[config.mk]
export PLATFORM = sky130hd
export DESIGN_NAME = bcd_multi_conv
export DESIGN_NICKNAME = d
export VERILOG_FILES = /design/src/rtl/bcd_multi_conv_pkg.sv /design/src/rtl/bcd_multi_conv_dabble_step.sv /design/src/rtl/bcd_multi_conv.sv
export SDC_FILE = /design/constraint.sdc
export NUM_CORES = 1
export LEC_CHECK = 0
export CORE_MARGIN = 4
export CORE_UTILIZATION = 50
export DETAILED_ROUTE_END_ITERATION = 8
export GPL_ROUTABILITY_DRIVEN = 0
export HOLD_SLACK_MARGIN = 0.1
export PLACE_DENSITY = 0.78
export RECOVER_POWER = 100
export SLEW_MARGIN = 10
export SYNTH_ARGS = -nofsm -noshare
export SYNTH_HDL_FRONTEND = slang
export SYNTH_SLANG_ARGS = --single-unit
[constraint.sdc]
create_clock -name sys_clk -period 2.8 [get_ports sys_clk]
set_input_delay 0.42 -clock sys_clk [delete_from_list [all_inputs] [get_ports sys_clk]]
set_output_delay 0.42 -clock sys_clk [all_outputs]
set_load 0.02 [all_outputs]
[src/rtl/bcd_multi_conv_pkg.sv]
// Shared definitions for the multi-channel binary-to-BCD converter.
// - state_e       : 2-bit FSM state encoding
// - clog2 / idx_width : widths for the channel index and bit counter
// - sat_bound     : 10^digits - 1, the largest value a channel can show
// - guard_digits  : extra accumulator digits so a DATA_W value never overflows
package bcd_multi_conv_pkg;

  typedef enum logic [1:0] {
    StIdle  = 2'd0,
    StLoad  = 2'd1,
    StShift = 2'd2,
    StDone  = 2'd3
  } state_e;

  function automatic int unsigned clog2(input int unsigned n);
    int unsigned r;
    longint unsigned v;
    r = 0;
    v = 1;
    while (v < longint'(n)) begin
      v = v << 1;
      r++;
    end
    return r;
  endfunction

  // At least one bit even for a single channel.
  function automatic int unsigned idx_width(input int unsigned n);
    return (n <= 1) ? 1 : clog2(n);
  endfunction

  function automatic logic [63:0] sat_bound(input int unsigned digits);
    logic [63:0] r;
    r = 64'd1;
    for (int i = 0; i < int'(digits); i++) begin
      r = r * 64'd10;
    end
    return r - 64'd1;
  endfunction

  // ceil(w/3) decimal digits always cover 2^w - 1 since log10(2) < 1/3.
  function automatic int unsigned bin_digits(input int unsigned w);
    return (w + 2) / 3;
  endfunction

  function automatic int unsigned guard_digits(input int unsigned w, input int unsigned digits);
    return (bin_digits(w) > digits) ? bin_digits(w) - digits : 0;
  endfunction

endpackage

[src/rtl/bcd_multi_conv_dabble_step.sv]
// One double-dabble iteration: add 3 to every BCD digit >= 5, then shift
// {acc, sreg} left by one bit.
// Ports:
//   acc       - BCD accumulator (NUM_DIGITS digits)
//   sreg      - binary shift register
//   acc_next  - accumulator after add-3 and shift
//   sreg_next - shift register after shift (LSB filled with 0)
module bcd_dabble_step #(
  parameter int unsigned NUM_DIGITS = 5,
  parameter int unsigned SREG_W     = 16
) (
  input  logic [NUM_DIGITS*4-1:0] acc,
  input  logic [SREG_W-1:0]       sreg,
  output logic [NUM_DIGITS*4-1:0] acc_next,
  output logic [SREG_W-1:0]       sreg_next
);

  localparam int unsigned AccW = NUM_DIGITS * 4;

  logic [AccW-1:0] adj;
  // Carry out of the top digit; always 0 because the accumulator is sized
  // with enough guard digits for the full binary range.
  logic            unused_carry;

  always_comb begin
    adj = acc;
    for (int d = 0; d < int'(NUM_DIGITS); d++) begin
      if (acc[d*4 +: 4] >= 4'd5) begin
        adj[d*4 +: 4] = acc[d*4 +: 4] + 4'd3;
      end
    end
    unused_carry = adj[AccW-1];
    acc_next     = {adj[AccW-2:0], sreg[SREG_W-1]};
    sreg_next    = {sreg[SREG_W-2:0], 1'b0};
  end

endmodule

[src/rtl/bcd_multi_conv.sv]
// Multi-channel sequential binary-to-BCD converter with one shared
// double-dabble datapath, scheduled round-robin over the channels.
// Ports:
//   sys_clk, sys_rst_n - clock, asynchronous active-low reset
//   ch_data   - packed binary inputs, channel k at [k*DATA_W +: DATA_W]
//   start     - sweep request (ignored when AUTO=1)
//   busy      - registered, high while a sweep is in progress
//   bcd_data  - packed BCD, channel k at [k*DIGITS*4 +: DIGITS*4], digit 0 = LSD
//   blank     - leading-zero mask per digit (digit 0 never blanked)
//   ovf       - channel value exceeded 10^DIGITS-1 (shown as all 9s)
//   bcd_valid - one-cycle strobe aligned with a channel's new outputs
module bcd_multi_conv
  import bcd_multi_conv_pkg::*;
#(
  parameter int unsigned N_CH   = 2,
  parameter int unsigned DATA_W = 16,
  parameter int unsigned DIGITS = 5,
  parameter int unsigned AUTO   = 1
) (
  input  logic                     sys_clk,
  input  logic                     sys_rst_n,
  input  logic [N_CH*DATA_W-1:0]   ch_data,
  input  logic                     start,
  output logic                     busy,
  output logic [N_CH*DIGITS*4-1:0] bcd_data,
  output logic [N_CH*DIGITS-1:0]   blank,
  output logic [N_CH-1:0]          ovf,
  output logic [N_CH-1:0]          bcd_valid
);

  localparam int unsigned AccDig = DIGITS + guard_digits(DATA_W, DIGITS);
  localparam int unsigned AccW   = AccDig * 4;
  localparam int unsigned ChW    = idx_width(N_CH);
  localparam int unsigned CntW   = idx_width(DATA_W);
  localparam logic [63:0] SatMax = sat_bound(DIGITS);

  state_e              state_q, state_d;
  logic [ChW-1:0]      ch_q, ch_d;
  logic [CntW-1:0]     cnt_q, cnt_d;
  logic                pend_q, pend_d;
  logic [DATA_W-1:0]   sreg_q, sreg_d;
  logic [AccW-1:0]     acc_q, acc_d;
  logic                sat_q, sat_d;
  logic                busy_q;

  logic [N_CH*DIGITS*4-1:0] bcd_q, bcd_d;
  logic [N_CH*DIGITS-1:0]   blank_q, blank_d;
  logic [N_CH-1:0]          ovf_q, ovf_d;
  logic [N_CH-1:0]          valid_q, valid_d;

  logic [DATA_W-1:0]   snap;
  logic [AccW-1:0]     acc_step;
  logic [DATA_W-1:0]   sreg_step;
  logic [DIGITS*4-1:0] res_digits;
  logic [DIGITS-1:0]   res_blank;
  logic                zero_run;

  bcd_dabble_step #(
    .NUM_DIGITS(AccDig),
    .SREG_W    (DATA_W)
  ) u_step (
    .acc      (acc_q),
    .sreg     (sreg_q),
    .acc_next (acc_step),
    .sreg_next(sreg_step)
  );

  // Channel select mux for the snapshot.
  always_comb begin
    snap = '0;
    for (int k = 0; k < int'(N_CH); k++) begin
      if (ch_q == ChW'(k)) begin
        snap = ch_data[k*DATA_W +: DATA_W];
      end
    end
  end

  // FSM and shared datapath next state.
  always_comb begin
    state_d = state_q;
    ch_d    = ch_q;
    cnt_d   = cnt_q;
    pend_d  = pend_q;
    sreg_d  = sreg_q;
    acc_d   = acc_q;
    sat_d   = sat_q;

    // Requests during a sweep coalesce into a single follow-up sweep.
    if (AUTO == 0 && start && state_q != StIdle) begin
      pend_d = 1'b1;
    end

    unique case (state_q)
      StIdle: begin
        if (AUTO != 0 || start || pend_q) begin
          state_d = StLoad;
          ch_d    = '0;
          pend_d  = 1'b0;
        end
      end
      StLoad: begin
        sreg_d  = snap;
        acc_d   = '0;
        sat_d   = ({{(64-DATA_W){1'b0}}, snap} > SatMax);
        cnt_d   = CntW'(DATA_W - 1);
        state_d = StShift;
      end
      StShift: begin
        acc_d  = acc_step;
        sreg_d = sreg_step;
        if (cnt_q == '0) begin
          state_d = StDone;
        end else begin
          cnt_d = cnt_q - 1'b1;
        end
      end
      StDone: begin
        if (ch_q == ChW'(N_CH - 1)) begin
          ch_d    = '0;
          state_d = StIdle;
        end else begin
          ch_d    = ch_q + 1'b1;
          state_d = StLoad;
        end
      end
      default: state_d = StIdle;
    endcase
  end

  // Result formatting for the channel finishing in DONE.
  always_comb begin
    res_digits = sat_q ? {DIGITS{4'h9}} : acc_q[DIGITS*4-1:0];
    res_blank  = '0;
    zero_run   = 1'b1;
    for (int i = int'(DIGITS) - 1; i >= 1; i--) begin
      zero_run     = zero_run & (acc_q[i*4 +: 4] == 4'd0);
      res_blank[i] = zero_run & ~sat_q;
    end
  end

  // Per-channel output registers; only DONE writes, so partial results never land.
  always_comb begin
    bcd_d   = bcd_q;
    blank_d = blank_q;
    ovf_d   = ovf_q;
    valid_d = '0;
    if (state_q == StDone) begin
      for (int k = 0; k < int'(N_CH); k++) begin
        if (ch_q == ChW'(k)) begin
          bcd_d[k*DIGITS*4 +: DIGITS*4] = res_digits;
          blank_d[k*DIGITS +: DIGITS]   = res_blank;
          ovf_d[k]                      = sat_q;
          valid_d[k]                    = 1'b1;
        end
      end
    end
  end

  always_ff @(posedge sys_clk or negedge sys_rst_n) begin
    if (!sys_rst_n) begin
      state_q <= StIdle;
      ch_q    <= '0;
      cnt_q   <= '0;
      pend_q  <= 1'b0;
      sreg_q  <= '0;
      acc_q   <= '0;
      sat_q   <= 1'b0;
      busy_q  <= 1'b0;
      bcd_q   <= '0;
      blank_q <= '0;
      ovf_q   <= '0;
      valid_q <= '0;
    end else begin
      state_q <= state_d;
      ch_q    <= ch_d;
      cnt_q   <= cnt_d;
      pend_q  <= pend_d;
      sreg_q  <= sreg_d;
      acc_q   <= acc_d;
      sat_q   <= sat_d;
      busy_q  <= (state_d != StIdle);
      bcd_q   <= bcd_d;
      blank_q <= blank_d;
      ovf_q   <= ovf_d;
      valid_q <= valid_d;
    end
  end

  assign busy      = busy_q;
  assign bcd_data  = bcd_q;
  assign blank     = blank_q;
  assign ovf       = ovf_q;
  assign bcd_valid = valid_q;

endmodule

==> results of run 1 <==
## worst paths after layout
check,startpoint,endpoint
worst min register to register,bcd_data[11]$_DFFE_PN0P_,bcd_data[11]$_DFFE_PN0P_
worst min-delay path,bcd_data[11]$_DFFE_PN0P_,bcd_data[11]$_DFFE_PN0P_
max in group asynchronous,sys_rst_n,ch_q$_DFFE_PN0P_
min in group asynchronous,sys_rst_n,bcd_valid[1]$_DFF_PN0_
worst max-delay path,acc_q[16]$_DFFE_PN0P_,blank[1]$_DFFE_PN0P_
worst max register to register,acc_q[16]$_DFFE_PN0P_,blank[1]$_DFFE_PN0P_
## state kept, by name, indices dropped and copies added, names as in the netlist, 2 cells and up
| register | flops |
|---|---|
| sreg_q | 16 |
| cnt_q | 4 |
| bcd_data | 40 |
| bcd_valid | 2 |
| acc_q | 20 |
| state_q | 2 |
| blank | 8 |
## timing repair
item | 4_1_cts | 5_1_grt
hold buffers | 1 | 0
resized for setup | 0 | 0
hold endpoints to repair | 39 | 0
## placed cells by master (no fill, tap or decap), types with 2 or more instances in the layout
master | Yosys | layout
nand3_1 | 2 | 2
or4b_4 | 2 | 2
clkbuf_1 | 20 | 6
clkbuf_8 | 0 | 9
nor2_1 | 5 | 5
o21ai_0 | 76 | 76
a21oi_1 | 11 | 11
mux2i_1 | 16 | 16
conb_1 | 1 | 4
o211ai_1 | 2 | 2
o311ai_0 | 2 | 2
dfrtp_1 | 94 | 94
dlygate4sd3_1 | 0 | 52
ha_1 | 18 | 18
clkdlybuf4s50_1 | 0 | 32
and3_1 | 4 | 4
nand2b_1 | 12 | 12
nand2_1 | 69 | 69
o22ai_1 | 8 | 8
clkinvlp_4 | 0 | 2
mux2_2 | 20 | 20
o2bb2ai_1 | 4 | 4
o41ai_1 | 2 | 2
o31ai_1 | 2 | 2
nor3_1 | 5 | 5
buf_4 | 4 | 3
inv_1 | 27 | 27
xnor2_1 | 5 | 5
bufinv_16 | 0 | 2
nand4_1 | 2 | 2
## power groups by stage
| stage | combinational, W | clock [W] | sequential [W] |
|---|---|---|---|
| 4_1_cts | 0.00171 | 0.000988 | 0.00194 |
| 2_1_floorplan | 0.000595 | 0 | 0.00226 |
| 3_3_place_gp | 0.00165 | 0 | 0.00195 |
| 3_5_place_dp | 0.00171 | 0 | 0.00197 |
| 6_report | 0.00159 | 0.000967 | 0.00192 |
| 5_1_grt | 0.00174 | 0.00104 | 0.00198 |
## critical path, delay by kind of cell (launching register included)
kind	cells	cell delay [ns]
buffers and inverters	1	0.15
adders and majority gates	1	0.23
and+or+nand+nor	3	1.47
DFF	1	0.39
AOI/OAI and AO/OA	1	0.32
## layout make-up
| cell class | instances | area [um^2] |
|---|---|---|
| Inverter | 27 | 101 |
| Timing Repair Buffer | 94 | 895 |
| Fill cell | 668 | 2840 |
| Tap cell | 105 | 131 |
| Clock buffer | 10 | 128 |
| Multi-Input combinational cell | 279 | 1770 |
| Clock inverter | 5 | 83.8 |
| Sequential cell | 94 | 2350 |
## logic make-up (layout without fill, tap and decap cells)
family	Yosys count	after routing	share of synthesized area, %
buf+inv	54	136	5.03
simple gates	107	107	11.5
other cells	1	4	0.0866
xor+xnor	5	5	1.01
fa+ha+maj	18	18	5.20
flops	94	94	54.3
mux	36	36	8.90
compound gates	109	109	13.9
## metal layers
| layer | wire, um | vias to the layer above | share of wire, % |
|---|---|---|---|
| li1 | - | 1601 | - |
| met1 | 3890 | 1559 | 44 |
| met2 | 4320 | 86 | 49 |
| met3 | 462 | 8 | 5.3 |
| met4 | 103 | 0 | 1.2 |
| met5 | 0 | - | 0 |
## through the flow
stage / setup WS [ns] / cell area (um^2) / std cells
after CTS: 0.117 / 5500 / 614
after detailed placement: 0.129 / 5280 / 598
final: 0.121 / 5460 / 614
after floorplan: 0.358 / 4340 / 427
after global placement: 0.270 / 5280 / 598
after global routing: 0.0110 / 5460 / 614
==> metrics.md, run 1 <==
| Metric | Value |
|---|---|
| Critical path's largest stage delay | `between 0.5 and 0.6 ns` |
| M1 GR Usage | `a little under a quarter` |
| Reg2Reg Setup Slack | `approximately 0.12 ns` |
| Clk buf depth | `2` |
| Power Density | `between 800 and 900 nW/um^2` |
| FF+latch count, synth | `94` |
| Initial antenna violation count | `0` |
| Synthesized area | `roughly 4300 um^2` |
| TritonCTS clock tree | `built` |
| Post-layout nets | `about 560` |
| Tot Pwr | `0.00448 W` |
| Internal power | `between 0.002 and 0.003 W` |
| Startpoint Class | `flop` |
| Ys flop type | `dfrtp_1` |
| Iter 0 DRT Violations | `about 120` |
| Num Clock Sinks | `94` |
| Post-synthesis sequential area ratio | `approximately 54%` |
| Post-route ant nets | `0` |
| Synth area leaders | `dfrtp_1 54%, o21ai_0 8.8%, nand2_1 6.0%` |
| Seq pwr share | `between 40% and 50%` |
| # DRC | `0` |
| CTS H-tree lvls | `3` |
| Top cell type's share of synthesized area | `a little over half` |
| Comb pwr share | `35.4%` |
| Top cells by count, synth | `94 x dfrtp_1, 76 x o21ai_0, 69 x nand2_1, 27 x inv_1` |
| Final Cycle Share | `a little over nine tenths` |
| Critical Path, Cell by Cell | `inv_1, ha_1, or3b_1, or4b_4, or4b_4, o41ai_1` |
| First-pass GRT wire length | `between 10,000 and 15,000 um` |
| Largest net degree at the start of global routing | `between 50 and 60` |
| Distinct cells, synth | `34` |
| Net Sw Power | `0.00156 W` |
| CTS root buf | `clkbuf_8` |
| WL/cell | `around 14 um` |
| I/O Buffers | `between 80 and 90` |
| Hold path depth | `2` |
| Vias | `between 3,000 and 4,000` |
| DP HPWL | `around 6500 um` |
| Mapped Avg Cell Area | `around 10 um^2` |
| Register clock-pin slew on the reported worst setup and hold paths | `0.09 ns` |
| Iteration count of the initial detailed-routing pass | `4` |
| Layout Skew | `between 0.009 and 0.01 ns` |
| Post-synthesis cell count | `424` |
| IO Count | `90` |
| Grt total ovfl | `0` |
| Min Tclk post-route | `approximately 2.7 ns` |
| Final TNS setup | `0 ns` |
| Critical path type | `flop to flop` |
| Slew HR | `roughly 30%` |
| Via/cell ratio | `around 5.3` |
| Met2 usage | `a little under a third` |
| Setup-failing EPs final | `0` |
| Core area | `between 8000 and 9000 um^2` |
| Synthesis-to-finish area growth | `26.2%` |
| Grt met3 use | `roughly 2.9%` |
| Clk Latency, worst-skew pair | `between 0.3 and 0.4 ns` |
| Top Usage Layer GRT | `met2` |
| Layout cell share with drive strength beyond 1 | `under 10%` |
| Overall routing resource usage | `between 10% and 20%` |
| Async set-reset flop share out of synthesis | `100%` |
| Clock power share | `a little over a fifth` |
| Fin util | `roughly two thirds` |
| FMAX | `373 MHz` |
| Top-count cell post-synth | `dfrtp_1` |
| RSZ-0062 raised after global routing | `no` |
| Status | `completed` |
| Yosys top cell by area | `dfrtp_1` |
| Min-delay worst type | `flop to flop` |
| Ant. Diodes | `0` |
| Die height | `between 100 and 150 um` |
| Final wirelength | `around 8800 um` |
| Post-synth EDFFs | `0` |
| Number of global-route vias before repair | `between 3,000 and 4,000` |
| Die X | `around 100 um` |
| Most numerous cell on the critical path | `or4b_4` |
| Num CTS Buffers | `9` |
| Worst Setup End Kind | `flop` |
| Worst Tran Pin Value | `between 1 and 1.5 ns` |
| Synth warn | `0` |
| Pins Over Slew Limit | `0` |
| Starting density of the core | `52.2%` |
| Critical path's slowest cell | `or4b_4` |
| Critical Path RT | `approximately 3 ns` |
| Leak pwr | `2.54 nW` |
| Crit path DAT | `2.92 ns` |
| MaxCap Viol Count | `0` |
| Setup Buffers After CTS | `0` |
| Final Hold Vio Count | `0` |
| Sw Ratio | `between 30% and 40%` |
| Peak VDD IR | `around 0.28 mV` |
| Site Rows | `33` |
| Hold_ws | `roughly 0.48 ns` |
| Reg2reg path depth | `6` |
| Die area | `around 10,000 um^2` |
| Largest fanout on the critical path | `5` |
Power figures use the tool's default switching activity.
==> run 2, diff against run 1 <==
Settings changed: DONT_BUFFER_PORTS set to 1, PLACE_DENSITY 0.78 to 0.65, SKIP_LAST_GASP set to 1.
==> run 2 against run 1 <==
Flip-flop and latch count unchanged. Total power down 13%. Via count down 11%. Non-clock buffer count down 85. Worst hold slack worse by 0.10 ns. Combinational power down 53%. Design area down 16%. Count of clock-buffer cells in the layout up 1. Clock skew up 0.0046 ns. Maximum frequency up 0.67%. Utilization down 10 points. Critical endpoint unchanged. Largest power group unchanged. Highest routed layer unchanged.
==> metrics.md, run 2 (same netlist as run 1, synthesis figures left out) <==
| Metric | Value |
|---|---|
| Status | `completed` |
| Most common cell after layout, fill and taps aside | `dfrtp_1` |
| RSZ-0062 raised after global routing | `no` |
| Ant. Diodes | `0 (unchanged)` |
| Die area | `10,200 um^2 (unchanged)` |
| Fin util | `55.6% (-10 points)` |
| Worst Tran Pin Value | `1.25 ns (+0.201 ns)` |
| Critical path's slowest cell | `or4b_4` |
| Finished Layout Cells | `530 (-14%)` |
| Vias | `2,912 (-11%)` |
| Power Density | `846 nW/um^2 (+3.2%)` |
| DP HPWL | `5480 um (-15%)` |
| Die X | `101 um (unchanged)` |
| Num CTS Buffers | `9 (unchanged)` |
| Iteration count of the initial detailed-routing pass | `4 (unchanged)` |
| Slew HR | `16.4% (-13 points)` |
| Critical Path, Cell by Cell | `inv_1, ha_1, or3b_1, or4b_4, or4b_4, o41ai_1` |
| Internal power | `0.00241 W (-17%)` |
| Site Rows | `33 (unchanged)` |
| Comb pwr share | `19.1% (-16 points)` |
| Post-layout nets | `473 (-15%)` |
| Max reg flops | `40 (unchanged)` |
| Grt total ovfl | `0 (unchanged)` |
| Critical path type | `flop to flop` |
| Fillers | `730 (+9.3%)` |
| IO Count | `90 (unchanged)` |
| Seq pwr share | `59.2% (+16 points)` |
| Iter 0 DRT Violations | `83 (-28%)` |
| Clock power share | `21.7% (about the same)` |
| DP Cell Count | `512 (-14%)` |
| Sw Ratio | `38.2% (+3.3 points)` |
| WL/cell | `15.0 um (+4.8%)` |
| FMAX | `376 MHz (+0.67%)` |
| Largest fanout on the critical path | `5 (unchanged)` |
| Initial antenna violation count | `0 (unchanged)` |
| Worst Setup End Kind | `flop` |
| Overall routing resource usage | `17.0% (-1.1 points)` |
| Crit path DAT | `2.90 ns (-0.02 ns)` |
| Layout cell share with drive strength beyond 1 | `10.8% (+2.4 points)` |
| Num Clock Sinks | `94 (unchanged)` |
| Min-delay worst type | `input port to flop` |
| Post-route ant nets | `0 (unchanged)` |
| Die height | `101 um (unchanged)` |
| First-pass GRT wire length | `13,900 um (-6.7%)` |
| Setup Buffers After CTS | `0 (unchanged)` |
| Via/cell ratio | `5.49 (+3.7%)` |
| Register clock-pin slew on the reported worst setup and hold paths | `0.10 ns (about the same)` |
| Reg area | `2350 um^2 (unchanged)` |
| CTS root buf | `clkbuf_8` |
| Clk Latency, worst-skew pair | `0.35 ns (about the same)` |
| Most numerous cell on the critical path | `or4b_4` |
| Final Cycle Share | `95.1% (-0.64 points)` |
| Tot Pwr | `0.00390 W (-13%)` |
| Starting density of the core | `52.2% (unchanged)` |
| Area of the multi-input gates | `1780 um^2 (+0.57%)` |
| Worst path top cell family by delay | `simple AND/OR/NAND/NOR gates` |
| Final wirelength | `7930 um (-9.6%)` |
| Startpoint Class | `flop` |
| Largest net degree at the start of global routing | `95 (+70%)` |
| Critical Path RT | `3.04 ns (about the same)` |
| # DRC | `0 (unchanged)` |
| Peak VDD IR | `0.338 mV (+22%)` |
| I/O Buffers | `0 (-100%)` |
| Layout Skew | `0.0138 ns (+0.00461 ns)` |
| Critical path's largest stage delay | `0.56 ns (about the same)` |
| Most frequent cells in the layout | `94 x dfrtp_1, 76 x o21ai_0, 69 x nand2_1` |
| Final Hold Vio Count | `0 (unchanged)` |
| Number of global-route vias before repair | `2,971 (-8.6%)` |
| Min Tclk post-route | `2.66 ns (-0.0179 ns)` |
| Pins Over Slew Limit | `0 (unchanged)` |
| Setup-failing EPs final | `0 (unchanged)` |
| Synthesis-to-finish area growth | `6.50%` |
| CTS H-tree lvls | `3 (unchanged)` |
| Leak pwr | `2.14 nW (-16%)` |
| Final TNS setup | `0 ns (unchanged)` |
| Worst path bufs/invs | `1 (unchanged)` |
| Clk buf depth | `2 (unchanged)` |
| Net Sw Power | `0.00149 W (-4.5%)` |
| MaxCap Viol Count | `0 (unchanged)` |
| TritonCTS clock tree | `built` |
| Core area | `8300 um^2 (unchanged)` |
run 2: path summary, 6_finish.rpt:
check,cells past startpoint,slack (ns),startpoint,endpoint
setup / recovery,6,0.14,acc_q[16]$_DFFE_PN0P_,blank[1]$_DFFE_PN0P_
setup reg to reg,6,0.14,acc_q[16]$_DFFE_PN0P_,blank[1]$_DFFE_PN0P_
hold / removal,3,0.37,ch_data[0],sreg_q[0]$_DFFE_PN0P_
min in group asynchronous,2,0.89,sys_rst_n,bcd_valid[0]$_DFF_PN0_
max in group asynchronous,2,1.10,sys_rst_n,bcd_data[25]$_DFFE_PN0P_
hold reg to reg,1,0.49,cnt_q[0]$_DFFE_PN0P_,cnt_q[0]$_DFFE_PN0P_
run 2: metrics by stage:
stage	instance area (um^2)	hold WS [ns]	worst slack (ns)
after detailed placement	4410	0.127	0.146
final	4610	0.373	0.138
after global routing	4610	0.383	0.0108
after floorplan	4340	0.124	0.358
after global placement	4410	0.127	0.254
after CTS	4640	0.362	0.128
run 2: repair_timing:
item	4_1_cts	5_1_grt
hold buffers	2	0
setup endpoints to repair	0	1
hold endpoints to repair	94	0
gates resized for setup	0	1
run 2: power by group through the flow:
stage	clock network (W)	logic [W]	registers, W
after floorplan	0	0.000595	0.00226
after global placement	0	0.000692	0.00234
after detailed placement	0	0.000727	0.00235
after CTS	0.000877	0.000763	0.00232
after global routing	0.000939	0.000891	0.00237
final	0.000845	0.000746	0.00231
run 2: area by class of cell:
type | count | area share, %
Clock buffer | 11 | 3.28
Clock inverter | 5 | 0.896
Inverter | 27 | 2.20
Multi-Input combinational cell | 279 | 38.6
Sequential cell | 94 | 51.0
Tap cell | 105 | 2.85
Timing Repair Buffer | 9 | 1.14
run 2: per-layer routing:
layer | track usage (%) | part of all wire, % | vias up
met5 | 0 | 0 | -
met4 | 6.13 | 0.77 | 0
met3 | 3.18 | 5.7 | 5
met2 | 28.4 | 50 | 70
met1 | 22.1 | 44 | 1408
li1 | - | - | 1429
run 2: worst register-to-register path, stage by stage (launching register included):
cell     delay, ns
dfrtp_1       0.40
inv_1         0.14
ha_1          0.23
or3b_1        0.39
or4b_4        0.51
or4b_4        0.56
o41ai_1       0.33
==> RTL change 1: new RTL, flow settings as in run 2 <==
Put one more register stage on the output `blank`, cleared by the reset. The value now appears one clock later. The other outputs are not delayed to match.
--- a/src/rtl/bcd_multi_conv.sv
+++ b/src/rtl/bcd_multi_conv.sv
@@ -190,3 +190,9 @@
   assign bcd_data  = bcd_q;
-  assign blank     = blank_q;
+  always_ff @(posedge sys_clk or negedge sys_rst_n) begin
+    if (!sys_rst_n) begin
+      blank <= '0;
+    end else begin
+      blank <= blank_q;
+    end
+  end
   assign ovf       = ovf_q;
Formal check against the unedited RTL: same outputs for any inputs over 10 cycles, from zero or initial values and one cycle with sys_rst_n low; that may be too few to reach the edited logic, so the function may still have changed.
==> RTL change 1 against run 2 <==
Synthesized area up 5.2%. Worst setup slack better by 0.038 ns. Power is 3.6% higher. Largest power group unchanged. Wire length increased by 6.3%. Global-route usage decreased by 0.15 points. Critical path depth is the same. Final area rose by 4.9%. Sequential power rose by 6%. Sequential cell count is 8 higher. Sequential share of layout area rose by 1.8 points. Clock power decreased by 2.7%.
==> RTL change 1: results (changes against run 2) <==
- Status: finished clean
- First-pass GRT wire length: 14.2 mm (+1.8%)
- Async set-reset flop share out of synthesis: 1.00 (unchanged)
- Largest net degree at the start of global routing: 103 (+8.4%)
- GR met2 Demand/Resource: 0.275 (-0.00970)
- Vias in the first global route: 2933 (-1.3%)
- Worst-case reg-to-reg path depth: 6 (unchanged)
- Met2 WL: 4.14 mm (+5.2%)
- Met3 WL: 477 um (+5.8%)
- Top cells by area, synth: dfrtp_1, o21ai_0, mux2_2
- HPWL Detailed: 5.83 mm (+6.5%)
- WHS: 0.360 ns (-0.0127 ns)
- CTS Buffer Depth: 2 (unchanged)
- Inst Count DP: 527 (+2.9%)
- M3 GR Usage: 0.0516 (+0.0198)
- Tapcell Cnt: 108 (+2.9%)
- Most frequent cells after synthesis: dfrtp_1, o21ai_0, nand2_1
- DRT met1 WL: 3.77 mm (+8.1%)
- Post-synthesis sequential area ratio: 0.560 (+0.0169)
- #FFs+latches synth: 102 (+8.5%)
- Net Switching: 1500 uW (+0.73%)
- Max Clock Skew: 0.0104 ns (-0.00333 ns)
- Post-Layout Cell Count: 544 (+2.6%)
- CP peak stage delay: 0.53 ns (-0.03 ns)
- R2r endpoint: blank_q[1]
- Wire length per cell: 15.5 um (+3.6%)
- Least-Margin Pin Slew: 1.33 ns (+0.0782 ns)
- Uppermost layer routed: met4
- Clock buf count: 10 (-1)
- P_leak: 0.00226 uW (+5.6%)
- Peak VDD IR: 0.352 mV (+4.1%)
- Top FF cell, synth: dfrtp_1
- P_int: 2540 uW (+5.4%)
- Yosys cell types: 34 (unchanged)
- Reg2Reg Setup Slack: 0.18 ns (+0.04 ns)
- Syn-to-layout area delta: 6.15%
- WP data arrival: 2.87 ns (-0.03 ns)
- Fraction of area in multi-input gates: 0.372 (-0.0138)
- Seq. cell area: 2550 sq um (+8.5%)
- Via density: 5.37 (-2.3%)
- Post-Place Worst Slack: 0.149 ns (+0.00272 ns)
- Initial DRC Count: 104 (+25%)
- Seq pwr: 2440 uW (+6%)
- GR Util All Layers: 0.169 (-0.00154)
- CP max stage cell: or4b_4
- Share of cells above drive strength 1: 0.122 (+0.0133)
- GR Util met1: 0.225 (+0.00392)
- CP max FO: 4 (-1)
- Total Nets Final: 485 (+2.5%)
- Non-clk bufs: 10 (+1)
- Clock share of power: 0.203 (-0.014)
- Clock buf/inv share: 0.0360 (-0.00583)
- Data buffer area share: 0.0150 (+0.00361)
- Hold path cells: 3 (unchanged)
- Fillers: 788 (+7.9%)
- Placed Area: 4660 sq um (+5.6%)
- CTS buffer count: 9 (unchanged)
- Multi-input gates: 282 (+1.1%)
- Gate Count Post-Synth: 436 (+2.8%)
[RTL change 1: what timing repair did]
item | in CTS | in global routing
hold endpoints to repair | 102 | 102
resized for setup | 0 | 1
setup endpoints to repair | 0 | 1
[RTL change 1: worst max path at each step]
stage	start	endpoint	slack, ns	cells after the start
3_5_place_dp	acc_q[16]	blank_q[6]	0.15	6
2_1_floorplan	acc_q[16]	blank_q[1]	0.40	6
3_3_place_gp	acc_q[16]	blank_q[1]	0.27	6
6_report	acc_q[16]	blank_q[1]	0.18	6
5_1_grt	acc_q[16]	blank_q[1]	0.009	6
4_1_cts	acc_q[16]	blank_q[6]	0.13	6
[RTL change 1: cells by family (layout without fill, tap and decap cells)]
family / after synthesis / count (layout) / share of synthesized area
simple gates: 109 / 109 / 0.110
compound gates: 105 / 105 / 0.125
mux: 40 / 40 / 0.0945
xor+xnor: 6 / 6 / 0.0115
fa+ha+maj: 18 / 18 / 0.0494
buf+inv: 55 / 52 / 0.0486
flops: 102 / 102 / 0.560
other cells: 1 / 4 / 0.000823
==> RTL change 2: new RTL, config.mk and constraints of run 2 <==
Without the edit above. The parameter `DATA_W` goes from 16 to 32.
--- a/src/rtl/bcd_multi_conv.sv
+++ b/src/rtl/bcd_multi_conv.sv
@@ -15,3 +15,3 @@
   parameter int unsigned N_CH   = 2,
-  parameter int unsigned DATA_W = 16,
+  parameter int unsigned DATA_W = 32,
   parameter int unsigned DIGITS = 5,
Ports: changed (resized ch_data); port bits go from 90 to 122. No check against the original RTL was run, so the function may have changed too.
==> RTL change 2 against run 2 <==
The run now ends with hold timing left. Synthesized area increased by 30%. Combinational power shrank 23%. Utilization up 2.3 points. Wire length grew 43%. Cell count up 34%. Sequential power is 19% lower. Worst setup slack gained 0.36 ns. Sequential cell count is 20 higher. Power increased by 16%. Fmax up 15%. Highest routed layer unchanged. Hold slack lost 0.67 ns. Global-route usage grew 1.2 points. Final area up 37%. Synthesized cell count rose by 32%.
==> RTL change 2: results (changes against run 2) <==
- Status: complete, but fails checks
- Failing checks: hold timing
- R2r endpoint: blank[4]
- Post-Place Worst Slack: 0.623 ns (+0.477 ns)
- Worst-case reg-to-reg path depth: 4 (-2)
- First drt pass iteration count: 4 (unchanged)
- HPWL Detailed: 7.81 mm (+43%)
- Crit Path Class: register to register
- Peak VDD IR: 0.415 mV (+23%)
- Wire length per cell: 16.1 um (+7.4%)
- Post-synthesis sequential area ratio: 0.505 (-0.0384)
- Fin. Hold Viols: 114 (+114)
- Post-CTS Setup Bufs: 0 (unchanged)
- WP data arrival: 2.59 ns (-0.31 ns)
- Share of cells above drive strength 1: 0.141 (+0.0326)
- Final worst path period share: 0.824 (-0.127)
- Ant diodes: 0 (unchanged)
- P_leak: 0.00305 uW (+43%)
- Max FFs per register: 40 (unchanged)
- Max Clock Skew: 0.00834 ns (-0.00543 ns)
- First-pass GRT wire length: 19.0 mm (+37%)
- GR Util All Layers: 0.182 (+0.0119)
- Gate Count Post-Synth: 561 (+32%)
- Syn. warnings: 0 (unchanged)
- Placed Area: 5780 sq um (+31%)
- Inst Count DP: 676 (+32%)
- Yosys cell types: 44 (+29%)
- Most frequent cells after synthesis: dfrtp_1, nand2_1, o21ai_1
- Largest net degree at the start of global routing: 115 (+21%)
- Worst-Skew Late Latency: 0.41 ns (+0.06 ns)
- WHS: -0.293 ns (-0.666 ns)
- # H-tree levels: 4 (+1)
- Reg2reg start: ch_q
- Post-CTS Resized: 0 (unchanged)
- Clock slew at reported path FFs: 0.06 ns (-0.04 ns)
- Via density: 5.60 (+1.9%)
- Reg2Reg Setup Slack: 0.49 ns (+0.36 ns)
- Async set-reset flop share out of synthesis: 1.00 (unchanged)
- CTS buffer count: 17 (+8)
- CTS Buffer Depth: 2 (unchanged)
- Initial DRC Count: 292 (+250%)
- Root Driver: clkbuf_16
- Total Nets Final: 642 (+36%)
- Final setup viols: 0 (unchanged)
- Number of I/O port buffers: 0 (unchanged)
- Max-slew violation count: 0 (unchanged)
- CP max FO: 35 (+30)
- Worst min path class: input port to asynchronous set/reset pin
- Initial antenna violation count: 0 (unchanged)
- Vias in the first global route: 3928 (+32%)
- Worst slew margin: 0.471 (+0.307)
- WL final: 11.4 mm (+43%)
- Top cells by area, synth: dfrtp_1, o21ai_1, mux2_2
RTL change 2: worst min-delay path by stage:
stage	startpoint	end
3_5_place_dp	sys_rst_n	bcd_data[3]
3_3_place_gp	sys_rst_n	bcd_data[22]
6_report	sys_rst_n	bcd_data[2]
2_1_floorplan	sys_rst_n	acc_q[0]
5_1_grt	sys_rst_n	bcd_data[8]
4_1_cts	sys_rst_n	sreg_q[26]
RTL change 2: layout make-up:
class | count | area (sq um)
inverter | 27 | 101
sequential | 114 | 2850
clock inverter | 14 | 141
clock buffer | 18 | 429
tap | 140 | 175
fill | 911 | 4610
multi-input combinational | 385 | 2550
timing repair buffer | 10 | 78.8
RTL change 2: where the power goes:
part           leakage, uW  internal (uW)  total (uW)  switching [uW]
Combinational      0.00134            274         573             298
Sequential         0.00144           1760        1880             125
Clock             0.000271           1300        2060             759
Total              0.00305           3330        4520            1180
RTL change 2: worst max-delay path, stage by stage, from the launching register on:
cell and delay (ns):
dfrtp_1 0.67, buf_4 0.33, nand2b_2 0.60, clkbuf_2 0.41
o21ai_0 0.15
RTL change 2: cells by family (layout without fill, tap and decap cells):
| logic type | after synthesis | count (layout) | synth area share |
|---|---|---|---|
| fa+ha+maj | 20 | 20 | 0.0443 |
| simple gates | 149 | 149 | 0.124 |
| other cells | 1 | 2 | 0.000664 |
| buf+inv | 63 | 69 | 0.0441 |
| flops | 114 | 114 | 0.505 |
| mux | 72 | 72 | 0.136 |
| compound gates | 134 | 134 | 0.133 |
| xor+xnor | 8 | 8 | 0.0124 |
RTL change 2: metal layers:
metal | track usage | wire length, um | vias up
met3 | 0.0560 | 794 | 15
li1 | - | - | 1925
met1 | 0.232 | 5160 | 1909
met4 | 0.0736 | 178 | 0
met5 | 0 | 0 | -
met2 | 0.289 | 5250 | 115
